File: config.mk
export PLATFORM = sky130hd
export DESIGN_NAME = alien_march_ctrl_flat
export DESIGN_NICKNAME = d
export VERILOG_FILES = /design/src/rtl/alien_motion_pkg.sv /design/src/rtl/alien_march_ctrl_if.sv /design/src/rtl/alien_step_timer.sv /design/src/rtl/alien_march_ctrl.sv /design/src/flat_wrapper.sv
export SDC_FILE = /design/constraint.sdc
export NUM_CORES = 1
export LEC_CHECK = 0
export BUFFER_PORTS_ARGS = -buffer_cell sky130_fd_sc_hd__buf_4
export CORE_UTILIZATION = 40
export CTS_BUF_LIST = sky130_fd_sc_hd__clkbuf_4
export DETAILED_ROUTE_END_ITERATION = 7
export GPL_ROUTABILITY_DRIVEN = 0
export SETUP_SLACK_MARGIN = 0.3
export SLEW_MARGIN = 10
export SYNTH_ARGS = -nofsm -noshare
export SYNTH_HDL_FRONTEND = slang
export SYNTH_SLANG_ARGS = --single-unit
File: constraint.sdc
create_clock -name clk -period 4.43 [get_ports clk]
set_clock_uncertainty 0.05 [all_clocks]
set_input_delay 0.6645 -clock clk [delete_from_list [all_inputs] [get_ports clk]]
set_output_delay 0.6645 -clock clk [all_outputs]
set_load 0.02 [all_outputs]
File: src/rtl/alien_motion_pkg.sv
// Shared motion codes and march-state encoding for the alien, player and bullet motion blocks.
package alien_motion_pkg;

    typedef enum logic [1:0] {
        NO_MOTION = 2'd0,
        LEFT      = 2'd1,
        RIGHT     = 2'd2,
        DOWN      = 2'd3
    } motion_t;

    typedef enum logic [2:0] {
        ST_IDLE,
        ST_RIGHT,
        ST_LEFT,
        ST_DOWN,
        ST_LANDED
    } march_state_t;

    function automatic motion_t state_motion(input march_state_t s);
        case (s)
            ST_RIGHT: state_motion = RIGHT;
            ST_LEFT:  state_motion = LEFT;
            ST_DOWN:  state_motion = DOWN;
            default:  state_motion = NO_MOTION;
        endcase
    endfunction

endpackage

File: src/rtl/alien_march_ctrl_if.sv
// Bounds/alive inputs and motion outputs between the formation logic and the march controller.
interface alien_march_ctrl_if #(
    parameter int COUNT_W = 6
) ();
    logic               enable;
    logic               canLeft;
    logic               canRight;
    logic               canDown;
    logic [COUNT_W-1:0] aliveCount;
    logic [1:0]         Motion;
    logic               step;
    logic               landed;

    // master: formation bounds side; slave: march controller
    modport master (
        output enable, canLeft, canRight, canDown, aliveCount,
        input  Motion, step, landed
    );

    modport slave (
        input  enable, canLeft, canRight, canDown, aliveCount,
        output Motion, step, landed
    );
endinterface

File: src/rtl/alien_step_timer.sv
// Step tick generator; the period shrinks with each destroyed alien down to a floor.
module alien_step_timer #(
    parameter int PERIOD_W    = 16,
    parameter int COUNT_W     = 6,
    parameter int MAX_ALIVE   = 40,
    parameter int BASE_PERIOD = 50000,
    parameter int MIN_PERIOD  = 2000,
    parameter int PERIOD_STEP = 1000
) (
    input  logic               clk,
    input  logic               reset,
    input  logic               enable,
    input  logic [COUNT_W-1:0] aliveCount,
    output logic               tick
);
    localparam int PW = PERIOD_W + COUNT_W;

    logic [COUNT_W-1:0]  clamped;
    logic [COUNT_W-1:0]  killed;
    logic [PW-1:0]       dec;
    logic [PERIOD_W-1:0] period;
    logic [PERIOD_W-1:0] cnt;
    logic                run;

    always_comb begin
        clamped = (aliveCount > COUNT_W'(MAX_ALIVE)) ? COUNT_W'(MAX_ALIVE) : aliveCount;
        killed  = COUNT_W'(MAX_ALIVE) - clamped;
        dec     = PW'(killed) * PW'(PERIOD_STEP);
        if (dec >= PW'(BASE_PERIOD - MIN_PERIOD))
            period = PERIOD_W'(MIN_PERIOD);
        else
            period = PERIOD_W'(BASE_PERIOD) - dec[PERIOD_W-1:0];
    end

    // >= rather than == so a period that shrinks past the count ticks immediately
    assign run  = enable && (aliveCount != '0);
    assign tick = run && (cnt >= period - PERIOD_W'(1));

    always_ff @(posedge clk or posedge reset) begin
        if (reset)
            cnt <= '0;
        else if (tick)
            cnt <= '0;
        else if (run)
            cnt <= cnt + PERIOD_W'(1);
    end

endmodule

File: src/rtl/alien_march_ctrl.sv
// Alien formation march FSM: right/left zig-zag with multi-row descent and sticky landing.
module alien_march_ctrl
    import alien_motion_pkg::*;
#(
    parameter int DOWN_STEPS  = 2,
    parameter int PERIOD_W    = 16,
    parameter int COUNT_W     = 6,
    parameter int MAX_ALIVE   = 40,
    parameter int BASE_PERIOD = 50000,
    parameter int MIN_PERIOD  = 2000,
    parameter int PERIOD_STEP = 1000
) (
    input  logic               clk,
    input  logic               reset,
    alien_march_ctrl_if.slave  bus
);
    localparam int DC_W = (DOWN_STEPS > 1) ? $clog2(DOWN_STEPS) : 1;
    localparam logic [DC_W-1:0] DC_LAST = DC_W'(DOWN_STEPS - 1);

    logic            tick;
    march_state_t    state, state_nx;
    motion_t         dir, dir_nx;
    logic [DC_W-1:0] dcnt, dcnt_nx;
    motion_t         motion_q, motion_nx;
    logic            step_q, step_nx;
    logic            landed_q, landed_nx;

    alien_step_timer #(
        .PERIOD_W    (PERIOD_W),
        .COUNT_W     (COUNT_W),
        .MAX_ALIVE   (MAX_ALIVE),
        .BASE_PERIOD (BASE_PERIOD),
        .MIN_PERIOD  (MIN_PERIOD),
        .PERIOD_STEP (PERIOD_STEP)
    ) u_timer (
        .clk        (clk),
        .reset      (reset),
        .enable     (bus.enable),
        .aliveCount (bus.aliveCount),
        .tick       (tick)
    );

    always_ff @(posedge clk or posedge reset) begin
        if (reset) begin
            state    <= ST_IDLE;
            dir      <= RIGHT;
            dcnt     <= '0;
            motion_q <= NO_MOTION;
            step_q   <= 1'b0;
            landed_q <= 1'b0;
        end else begin
            state    <= state_nx;
            dir      <= dir_nx;
            dcnt     <= dcnt_nx;
            motion_q <= motion_nx;
            step_q   <= step_nx;
            landed_q <= landed_nx;
        end
    end

    always_comb begin
        state_nx = state;
        dir_nx   = dir;
        dcnt_nx  = dcnt;
        if (tick) begin
            case (state)
                ST_IDLE: begin
                    if (bus.canRight)      state_nx = ST_RIGHT;
                    else if (bus.canLeft)  state_nx = ST_LEFT;
                    else if (bus.canDown) begin
                        state_nx = ST_DOWN;
                        dir_nx   = RIGHT;
                        dcnt_nx  = '0;
                    end else               state_nx = ST_LANDED;
                end
                ST_RIGHT: begin
                    if (bus.canRight)      state_nx = ST_RIGHT;
                    else if (bus.canDown) begin
                        state_nx = ST_DOWN;
                        dir_nx   = RIGHT;
                        dcnt_nx  = '0;
                    end else               state_nx = ST_LANDED;
                end
                ST_LEFT: begin
                    if (bus.canLeft)       state_nx = ST_LEFT;
                    else if (bus.canDown) begin
                        state_nx = ST_DOWN;
                        dir_nx   = LEFT;
                        dcnt_nx  = '0;
                    end else               state_nx = ST_LANDED;
                end
                ST_DOWN: begin
                    if (dcnt != DC_LAST) begin
                        if (bus.canDown)   dcnt_nx  = dcnt + DC_W'(1);
                        else               state_nx = ST_LANDED;
                    end else if (dir == RIGHT) begin
                        // reverse first, fall back to the previous heading
                        if (bus.canLeft)       state_nx = ST_LEFT;
                        else if (bus.canRight) state_nx = ST_RIGHT;
                        else                   state_nx = ST_IDLE;
                    end else begin
                        if (bus.canRight)      state_nx = ST_RIGHT;
                        else if (bus.canLeft)  state_nx = ST_LEFT;
                        else                   state_nx = ST_IDLE;
                    end
                end
                ST_LANDED: state_nx = ST_LANDED;
                default:   state_nx = ST_IDLE;
            endcase
        end
    end

    // ticks keep coming in LANDED but produce no further pulses
    always_comb begin
        motion_nx = motion_q;
        step_nx   = 1'b0;
        landed_nx = landed_q;
        if (tick && state != ST_LANDED) begin
            step_nx   = 1'b1;
            motion_nx = state_motion(state_nx);
            landed_nx = (state_nx == ST_LANDED);
        end
    end

    assign bus.Motion = motion_q;
    assign bus.step   = step_q;
    assign bus.landed = landed_q;

endmodule

File: src/flat_wrapper.sv
// flat-port wrapper written by rule: the top's interface ports become plain ports
module alien_march_ctrl_flat import alien_motion_pkg::*;
#(
    parameter int DOWN_STEPS  = 2,
    parameter int PERIOD_W    = 16,
    parameter int COUNT_W     = 6,
    parameter int MAX_ALIVE   = 40,
    parameter int BASE_PERIOD = 50000,
    parameter int MIN_PERIOD  = 2000,
    parameter int PERIOD_STEP = 1000
)
  (clk, reset, bus_enable, bus_canLeft, bus_canRight, bus_canDown, bus_aliveCount, bus_Motion, bus_step, bus_landed);
  alien_march_ctrl_if #(.COUNT_W(COUNT_W)) bus_i ();
  input  logic clk;
  input  logic reset;
  input wire logic [$bits(bus_i.enable)-1:0] bus_enable;
  input wire logic [$bits(bus_i.canLeft)-1:0] bus_canLeft;
  input wire logic [$bits(bus_i.canRight)-1:0] bus_canRight;
  input wire logic [$bits(bus_i.canDown)-1:0] bus_canDown;
  input wire logic [$bits(bus_i.aliveCount)-1:0] bus_aliveCount;
  output wire logic [$bits(bus_i.Motion)-1:0] bus_Motion;
  output wire logic [$bits(bus_i.step)-1:0] bus_step;
  output wire logic [$bits(bus_i.landed)-1:0] bus_landed;
  assign bus_i.enable = bus_enable;
  assign bus_i.canLeft = bus_canLeft;
  assign bus_i.canRight = bus_canRight;
  assign bus_i.canDown = bus_canDown;
  assign bus_i.aliveCount = bus_aliveCount;
  assign bus_Motion = bus_i.Motion;
  assign bus_step = bus_i.step;
  assign bus_landed = bus_i.landed;
  alien_march_ctrl #(.DOWN_STEPS(DOWN_STEPS), .PERIOD_W(PERIOD_W), .COUNT_W(COUNT_W), .MAX_ALIVE(MAX_ALIVE), .BASE_PERIOD(BASE_PERIOD), .MIN_PERIOD(MIN_PERIOD), .PERIOD_STEP(PERIOD_STEP)) u_core (.clk(clk), .reset(reset), .bus(bus_i));
endmodule
* Yosys cells after proc, flatten, opt, wreduce, memory -nomap -nowiden
Cells that the tools add are included.
Widths: inputs -> output; s select.
** Word-level totals
- Flip-flop bits (word level) :: 26
- Bits of input ports :: 12
- Output and inout port bits :: 4
- Logic and storage cells :: 74
** Cells by class
- Add/sub/neg operators :: 5
- $mul :: 1
- $lt $le $gt $ge :: 3
- Eq/ne operators :: 15
- Mux-type cells :: 33
- Reduce and logical (&&, ||, !) cells :: 10
** Operators by type and width (number)
- $mux 16 :: 3
- $mux 3 :: 10
- $add 16x1->16 const B :: 1
- $ge 16x16->1 :: 1
- $ge 16x16->1 const B :: 1
- $sub 16x1->16 const B :: 1
- $sub 16x16->16 const A :: 1
- $pmux 3 s5 :: 1
- $mux 2 :: 7
- $mul 6x7->13 const B :: 1
- $eq 3x2->1 const B :: 4
- $pmux 2 s3 :: 2
- $ne 2x2->1 const B :: 5
- $mux 1 :: 8
- $reduce_and 7->1 :: 1
- $eq 3x1->1 const B :: 2
- $eq 3x3->1 const B :: 2
- $gt 6x6->1 const B :: 1
- $mux 6 :: 1
- $reduce_bool 6->1 :: 1
- $sub 6x6->6 const A :: 1
- $pmux 1 s4 :: 1
- $reduce_and 4->1 :: 1
- $reduce_bool 4->1 :: 1
- 7 further kinds :: 9

* Longest topological paths before layout
Gate-level depths: netlist (run 1).
- Depth in word-level cells :: 12
- Gate-level depth with buffers :: 35
- Depth with buffers taken out :: 34

* Hierarchy
From an unflattened synthesis (run 1), not the netlist that was laid out.
** Second synthesis, totals
- Cells, all modules :: 391
- Area, all modules :: 3326.9 um^2
** By module, submodules not included
- alien_step_timer :: instances 1, cells each 334, area an instance 2746.4 um^2, sequential area each 400.4 um^2
- alien_march_ctrl :: instances 1, cells each 57, area an instance 580.6 um^2, sequential area each 251.5 um^2

* Worst setup path before layout (run 1)
OpenSTA, ideal clock, no wires.
- Path type :: input to register
- Start :: input bus_aliveCount[2]
- End :: register u_core.motion_q[0] (netlist: u_core.bus.Motion[0])
- Library setup time :: 121 ps
- Data arrival time :: 8220 ps
- Data required time :: 4259 ps
- Path slack :: -3961 ps
- Stages on the path :: 34
- Path buffers :: 0
- Cell sequence :: or3_4 a21o_1 nand2_1 nand2_1 ha_1 inv_1 o21ai_0 nor2b_1 a211oi_1 inv_1 fa_1 fa_1 fa_1 inv_1 ha_1 o21ai_1 or2_1 o311ai_4 o2111ai_1 a22oi_4 nand2b_1 ha_1 o21ai_0 or4_1 nand2_1 mux2i_1 ha_1 a21o_1 a21o_1 a21oi_1 a21o_1 nand2_1 and2_1 a22o_1
** On the way
- Word-level cells in the longest chain between the ends :: 12
- Elaborated cells on any way between the ends :: 18
- Those cells by class :: add/sub (3); mul (1); order compare (3); eq/ne (3); mux (4); reduce/logical (4)
** Ends and longest elaborated chain
- start: declaration :: RTL line flat_wrapper.sv:20 : input wire logic [$bits(bus_i.aliveCount)-1:0] bus_aliveCount;
- $gt 6x6->1 :: RTL line alien_step_timer.sv:26 : clamped = (aliveCount > COUNT_W'(MAX_ALIVE)) ? COUNT_W'(MAX_ALIVE) : aliveCount;
- $mux 6 :: RTL line alien_step_timer.sv:26
- $sub 6x6->6 :: RTL line alien_step_timer.sv:27 : killed = COUNT_W'(MAX_ALIVE) - clamped;
- $mul 6x7->13 :: RTL line alien_step_timer.sv:28 : dec = PW'(killed) * PW'(PERIOD_STEP);
- $sub 16x16->16 or $ge 16x16->1 (tied branches) :: RTL line alien_step_timer.sv:32, alien_step_timer.sv:29
- $mux 16 :: RTL line alien_step_timer.sv:29 : if (dec >= PW'(BASE_PERIOD - MIN_PERIOD))
- $sub 16x1->16 :: RTL line alien_step_timer.sv:37 : assign tick = run && (cnt >= period - PERIOD_W'(1));
- $ge 16x16->1 :: RTL line alien_step_timer.sv:37
- $logic_and 1x1->1 * :: RTL line alien_step_timer.sv:37
- $mux 3 :: RTL line alien_march_ctrl.sv:65 : if (tick) begin
- $eq 3x2->1 or $eq 3x1->1 (tied branches) :: RTL line alien_motion_pkg.sv:20 : case (s)
- $pmux 2 s3 :: RTL line alien_motion_pkg.sv:20
- end signal: assignment :: RTL line alien_march_ctrl.sv:55 : motion_q <= motion_nx;
- end: declaration :: RTL line alien_march_ctrl.sv:24 : motion_t motion_q, motion_nx;
Mark *: on every way between the ends. The rest lies on a longest branch, timed or not.
A chain may end at the register's enable or synchronous reset.

* Worst setup path in the final report (run 1)
Same ends and word-level chain as after synthesis.

==> impl_metrics.tcl, run 1 <==
set metrics [dict create \
    std_cell_rows 32 \
    post_layout_nonfiller_instances 596 \
    violations "setup timing" \
    critPathArrivalTime_ns 7.43 \
    h-tree-depth 1 \
    crit_path_start "bus_aliveCount[2]" \
    synth_edf_count 0 \
    wl_um 7723 \
    p_leak_nw 2.303 \
    grt_pass1_wl_um 13540 \
    met2_length_um 3735 \
    clkSlewWorstSetupHoldPaths_ns 0.14 \
    ys_async_sr_fraction_pct 100.0 \
    cp.required_ns 4.61 \
    drv_cap 0 \
    hp-class "reg2reg" \
    reg2reg_depth 9 \
    hold_depth 1 \
    hpwl_um 6099 \
    hold_viol 0 \
    drt_iter0_drc 130 \
    clock_sinks 26 \
    whs_ns 0.4475 \
    final_common_cell "buf_4" \
    critPathLaunchType "input port" \
    synth_top_area_cell "dfrtp_1" \
    sw_frac_of_total_pct 43.21 \
    overflow 0 \
    drt.antenna.violating_nets 0 \
    r2r_start "u_core.u_timer.cnt[3]" \
    critPathMaxFanout 7 \
    cts-root-buf "clkbuf_4" \
    path_common_cell "a21o_1" \
    max_freq_mhz 137.9 \
    dr_total_vias 3063 \
    pwr-share-comb_pct 84.1 \
    cts_buffers 3 \
    synth_area_um2 3171 \
    synth_top_area_share_pct 19.73 \
    min_from "u_core.bus.Motion[1]" \
    drt-pass1-iter-count 6 \
    grt_setup_unrepaired "true" \
    synth.net_count 434 \
    io_pins 16 \
    wl_met1_um 3752 \
    cts_tree "done" \
    clockBufferDepth 2 \
    synth-seq-area-share_pct 20.56 \
    dieHeight_um 91.03 \
    internal-power_mw 1.893 \
    synth_flop_cell "dfrtp_1" \
    post-route-min-period_ns 7.250 \
    coreArea_um2 7687 \
    top_layer "met4" \
    avgSynthCellArea_um2 8.546 \
    syn_inst 371 \
    power.density_nw_per_um2 740.9 \
    setup_viol 26 \
    ctsHoldBuffers 0 \
    nets 558 \
    grt_max_degree 27 \
    total_power_mw 3.334 \
    p_clk_share_pct 4.9 \
    drive_gt1_share_pct 36.23 \
    numPortBuffers 15 \
    track_usage_pct 19.59 \
    critPathKind "in2reg" \
    die_w_um 91.03 \
    pwr-share-seq_pct 11.0 \
    first_global_vias 3106 \
    p_sw_mw 1.440 \
    synth_area_leaders "dfrtp_1 (20%), ha_1 (15%), fa_1 (7.6%), inv_1 (5.3%), xnor2_1 (4.1%)" \
    ys_seq_elements 26 \
    slew_violations 0 \
    finalWorstSetupSlack_ns -2.820 \
    viasPerCell 5.139 \
    cp.depth 35 \
    outcome "complete, but fails checks" \
    num_antenna_cells 0 \
    insertion_delay_ns 0.32 \
    start_util_pct 41.24 \
    dr_wl_met3_um 160 \
    drc 0 \
    cp-end-kind "flip-flop" \
    fill_cells 683 \
    worst_pin_slew_ns 0.9944 \
    post-route-period-util_pct 163.7 \
    die-area_um2 8286 \
    dp.cells 569 \
    critical_path_buf_inv_count 4 \
    cp_slowest_stage_delay_ns 0.58 \
    areaGrowthSynthToFinish_pct 41.91 \
    most-common-layout-cells "buf_4 (122), inv_1 (41), ha_1 (33)" \
    ys.warnings.count 0 \
    wl_per_cell_um 12.96 \
    final_util_pct 58.53 \
    cpLargestDelayFamily "compound AO/OA/AOI/OAI gates" \
    relSlewSlack_pct 33.63 \
    antenna_found_initial 0 \
    slowest_stage "fa_2" \
    vdd_ir_drop_max_mv 0.2724 \
    yosysUniqueCellTypes 62 \
]
==> synthesized netlist by cell type (2+ instances only) <==
| cell | n |
|---|---|
| a211o_1 | 4 |
| a211oi_1 | 3 |
| a21boi_0 | 2 |
| a21o_1 | 11 |
| a21oi_1 | 12 |
| a22o_1 | 6 |
| a31oi_1 | 3 |
| and2_1 | 5 |
| and3_1 | 5 |
| and3b_1 | 4 |
| and4_1 | 3 |
| clkbuf_1 | 4 |
| dfrtp_1 | 25 |
| fa_1 | 12 |
| ha_1 | 39 |
| inv_1 | 45 |
| mux2i_1 | 2 |
| nand2_1 | 25 |
| nand2b_1 | 4 |
| nand3_1 | 9 |
| nand3b_1 | 2 |
| nand4_1 | 10 |
| nor2_1 | 28 |
| nor2b_1 | 6 |
| nor3_1 | 3 |
| o211ai_1 | 3 |
| o21a_1 | 4 |
| o21ai_0 | 18 |
| o21ai_1 | 2 |
| o22ai_1 | 3 |
| o2bb2ai_1 | 3 |
| o31ai_1 | 2 |
| or2_2 | 2 |
| or3_1 | 6 |
| xnor2_1 | 15 |
| xor2_1 | 15 |
==> path summary, 6_finish.rpt <==
path | end | slack (ns)
max | u_core.bus.Motion[0] | -2.82
max in group asynchronous | u_core.u_timer.cnt[10] | 3.22
min in group asynchronous | u_core.bus.Motion[1] | 0.51
min | u_core.bus.Motion[1] | 0.45
max reg2reg | u_core.bus.Motion[0] | 2.21
min reg2reg | u_core.bus.Motion[1] | 0.45
==> timing repair <==
| item | CTS | global route |
|---|---|---|
| endpoints found under the hold margin | 0 | 0 |
| pin swaps | 21 | 12 |
| buffers inserted | 18 | 5 |
| endpoints found under the setup margin | 26 | 26 |
| gates resized for setup | 20 | 15 |
==> state kept, by name, summed over array words and instances (netlist names) <==
name	flops
u_core.bus.Motion	2
u_core.dir	2
u_core.bus.step	1
u_core.state	3
u_core.dcnt	1
u_core.bus.landed	1
u_core.u_timer.cnt	16
==> power groups by stage <==
stage	logic [mW]	registers [mW]	clock network [mW]
2_1_floorplan	1.56	0.365	0
3_3_place_gp	2.54	0.368	0
3_5_place_dp	2.57	0.370	0
4_1_cts	2.72	0.364	0.166
5_1_grt	3.09	0.378	0.174
6_report	2.81	0.366	0.162
==> routing by layer <==
layer  track usage, %  vias up
met2            34.28       39
met4            2.646        0
met1            26.14     1464
li1                 -     1554
met5                0        -
met3            2.848        6
==> final cells by class <==
cell class	instances	area [um2]	share of cell area, %
Clock buffer	3	22.52	0.5006
Clock inverter	1	30.03	0.6674
Inverter	45	171.4	3.810
Multi-Input combinational cell	295	2557	56.84
Sequential cell	26	651.9	14.49
Tap cell	102	127.6	2.836
Timing Repair Buffer	124	938.4	20.86
==> through the flow <==
| step | setup TNS [ns] | setup slack [ns] | area [um2] |
|---|---|---|---|
| final | -70.84 | -2.820 | 4499 |
| after global routing | -78.49 | -3.102 | 4499 |
| after CTS | -72.35 | -2.875 | 4394 |
| after detailed placement | -87.43 | -3.454 | 4143 |
| after global placement | -82.86 | -3.260 | 4143 |
| after floorplan | -80.94 | -3.240 | 3287 |
==> cells by family (layout without fill, tap and decap cells) <==
| logic type | after synthesis | count (layout) | share of synthesized area, % |
|---|---|---|---|
| flops | 26 | 26 | 20.56 |
| fa+ha+maj | 51 | 51 | 22.97 |
| buf+inv | 50 | 173 | 6.156 |
| xor+xnor | 30 | 30 | 8.288 |
| compound gates | 89 | 89 | 20.40 |
| simple gates | 122 | 122 | 20.64 |
| mux | 3 | 3 | 0.9866 |
(Power assumes the default switching activity.)
==> run 2: changes to the inputs <==
--- a/config.mk
+++ b/config.mk
@@ -14,4 +14,6 @@
 export SLEW_MARGIN = 10
 export SYNTH_ARGS = -nofsm -noshare
 export SYNTH_HDL_FRONTEND = slang
+export SYNTH_HIERARCHICAL = 1
 export SYNTH_SLANG_ARGS = --single-unit
+export TNS_END_PERCENT = 50
==> constraint.sdc (replaced) <==
create_clock -name clk -period 8.8 [get_ports clk]
set_clock_uncertainty 0.05 [all_clocks]
set_input_delay 1.32 -clock clk [delete_from_list [all_inputs] [get_ports clk]]
set_output_delay 1.32 -clock clk [all_outputs]
set_load 0.02 [all_outputs]
==> run 2 against run 1 <==
Against the previous run:
- synthesized area grew 4.9%
- the run now ends clean
- hold slack improved by 0.012 ns
- sequential cell count unchanged
- clock power decreased by 48%
- via count is 10% lower
==> impl_metrics.tcl, run 2 <==
set metrics [dict create \
    outcome "completed" \
    synthTopCellsByCount "nor2_1 (45), inv_1 (42), ha_1 (39)" \
    drt_iter0_drc 149 \
    ys_seq_elements 26 \
    critPathLaunchType "input port" \
    cts_buffers 3 \
    finalWorstSetupSlack_ns 0.6807 \
    synth-seq-area-share_pct 19.59 \
    wl_um 7140 \
    setup_viol 0 \
    cp_slowest_stage_delay_ns 0.53 \
    sw_frac_of_total_pct 49.77 \
    fill_cells 754 \
    final_common_cell "nor2_1" \
    slew_violations 0 \
    drv_cap 0 \
    relSlewSlack_pct 55.33 \
    synth_xor_area_share_pct 9.477 \
    synth-adder-area-share_pct 21.89 \
    drive_gt1_share_pct 18.31 \
    design_area_um2 3820 \
    internal-power_uw 684.0 \
    synth_top_area_share_pct 18.80 \
    clockBufferDepth 2 \
    regArea_um2 651.9 \
    grt_pass1_wl_um 12120 \
    die-area_um2 8686 \
    min_from "u_core/bus.Motion[1]" \
    ys_async_sr_fraction_pct 100.0 \
    cp.required_ns 8.99 \
    yosysUniqueCellTypes 72 \
    p_sw_uw 677.7 \
    synth_area_um2 3327 \
    clock_sinks 26 \
    worst_pin_slew_ns 0.6656 \
    pre_cts_slack_ns -0.009301 \
    synth_compound_area_share_pct 18.39 \
    finalSetupTns_ns 0 \
    num_antenna_cells 0 \
    insertion_delay_ns 0.33 \
    critPathMaxFanout 6 \
    vdd_ir_drop_max_mv 0.1185 \
    largest_register_ffs 16 \
    p_clk_share_pct 6.2 \
    largest_registers "u_core/u_timer/cnt x16, u_core/state x3" \
    synth_flop_cell "dfrtp_1" \
    cp-end-kind "flip-flop" \
    hp-class "reg2reg" \
    p_leak_nw 1.822 \
    max_freq_mhz 123.2 \
    critPathArrivalTime_ns 8.31 \
    avgSynthCellArea_um2 8.509 \
    overflow 0 \
    r2r_start "u_core/u_timer/cnt[3]" \
    cts-root-buf "clkbuf_4" \
    cts_tree "done" \
    multi_input_area_um2 2613 \
    drt-pass1-iter-count 4 \
    hpwl_um 5669 \
    dpl-instance-area_um2 3630 \
    pwr-share-comb_pct 80.8 \
    clkSlewWorstSetupHoldPaths_ns 0.15 \
    max_flop_register "u_core/u_timer/cnt" \
    post-route-period-util_pct 92.27 \
    start_util_pct 42.18 \
    synth_edf_count 0 \
    hold_viol 0 \
    dieHeight_um 93.20 \
    power.density_nw_per_um2 356.5 \
    die_w_um 93.20 \
    synth_top_area_cell "dfrtp_1" \
    critPathKind "in2reg" \
    areaGrowthSynthToFinish_pct 14.82 \
    pwr-share-seq_pct 13.0 \
    grt_setup_unrepaired "false" \
    drt.antenna.violating_nets 0 \
    synth_top_family_by_area "simple AND/OR/NAND/NOR gates" \
    grt_max_degree 17 \
    drc 0 \
    h-tree-depth 1 \
    first_global_vias 2642 \
    antenna_found_initial 0 \
    dr_total_vias 2746 \
    std_cell_rows 32 \
    post-route-min-period_ns 8.119 \
    coreArea_um2 7888 \
    ys.warnings.count 6 \
    ctsHoldBuffers 0 \
    synth_area_leaders "dfrtp_1 (19%), ha_1 (15%), fa_1 (7.2%), nor2_1 (5.1%), xnor2_1 (5.0%)" \
    synth-simple-area-share_pct 22.98 \
    wl_per_cell_um 13.81 \
    numPortBuffers 15 \
    path_common_cell "ha_1" \
    viasPerCell 5.311 \
    synth_most_common_cell "nor2_1" \
    io_pins 16 \
    most-common-layout-cells "nor2_1 (43), inv_1 (40), ha_1 (36)" \
    synthMuxAreaShare_pct 0.9402 \
    crit_path_start "bus_aliveCount[2]" \
    slowest_stage "fa_1" \
    track_usage_pct 17.00 \
    synth.net_count 454 \
    nets 479 \
    syn_inst 391 \
]
run 2: power groups by stage:
stage          logic, mW  registers [mW]  clock network [mW]
6_report            1.10           0.178              0.0838
5_1_grt             1.24           0.182              0.0893
4_1_cts             1.03           0.177              0.0871
3_5_place_dp        1.02           0.180                   0
3_3_place_gp        1.01           0.178                   0
2_1_floorplan      0.839           0.168                   0
run 2: area by class of cell:
cell class	instances	area share, %
clock inverter	1	0.7861
timing repair buffer	29	5.699
clock buffer	3	0.5896
inverter	42	4.127
sequential	26	17.07
tap	102	3.341
multi-input combinational	314	68.39
run 2: metal layers:
metal / up-vias / track usage (%) / share of wire [%]
li1: 1414 / - / -
met1: 1298 / 24.75 / 52
met2: 32 / 28.37 / 46
met3: 2 / 2.195 / 1.9
met4: 0 / 0.3846 / 0.20
met5: - / 0 / 0
run 2: worst max-delay path: cells and delay by family:
kind                       cells  cell delay [ns]
buffers and inverters          5             0.43
and+or+nand+nor                9             1.01
xor gates and xnor gates       3             0.50
adders and majority gates      8             2.46
AOI/OAI and AO/OA             12             2.60
run 2: what timing repair did:
item / in CTS / in global routing
resized for setup: 0 / 20
buffers inserted: 0 / 6
endpoints found under the setup margin: 0 / 26
run 2: through the flow:
step           hold slack (ns)  total power [mW]  utilization [%]  std cells
6_report                0.4593             1.362            48.43        517
5_1_grt                 0.4862             1.511            48.43        517
2_1_floorplan           0.4261             1.007                -        391
3_5_place_dp            0.4244             1.200            46.02        507
3_3_place_gp            0.4137             1.188            46.02        507
4_1_cts                 0.4646             1.290            46.68        511
run 2: path summary, 6_finish.rpt:
path                                          to  slack, ns  depth (start not counted)
max in group asynchronous  u_core/u_timer/cnt[7]       7.31                          2
max                            u_core/bus.landed       0.68                         37
min                         u_core/bus.Motion[1]       0.46                          1
min in group asynchronous        u_core/state[0]       0.90                          2
min reg2reg                 u_core/bus.Motion[1]       0.46                          1
max reg2reg                    u_core/bus.landed       6.36                         10
run 2: cell families after synthesis:
group | after synthesis
simple gates | 142
xor+xnor | 36
buf+inv | 51
flops | 26
compound gates | 82
fa+ha+maj | 51
mux | 3
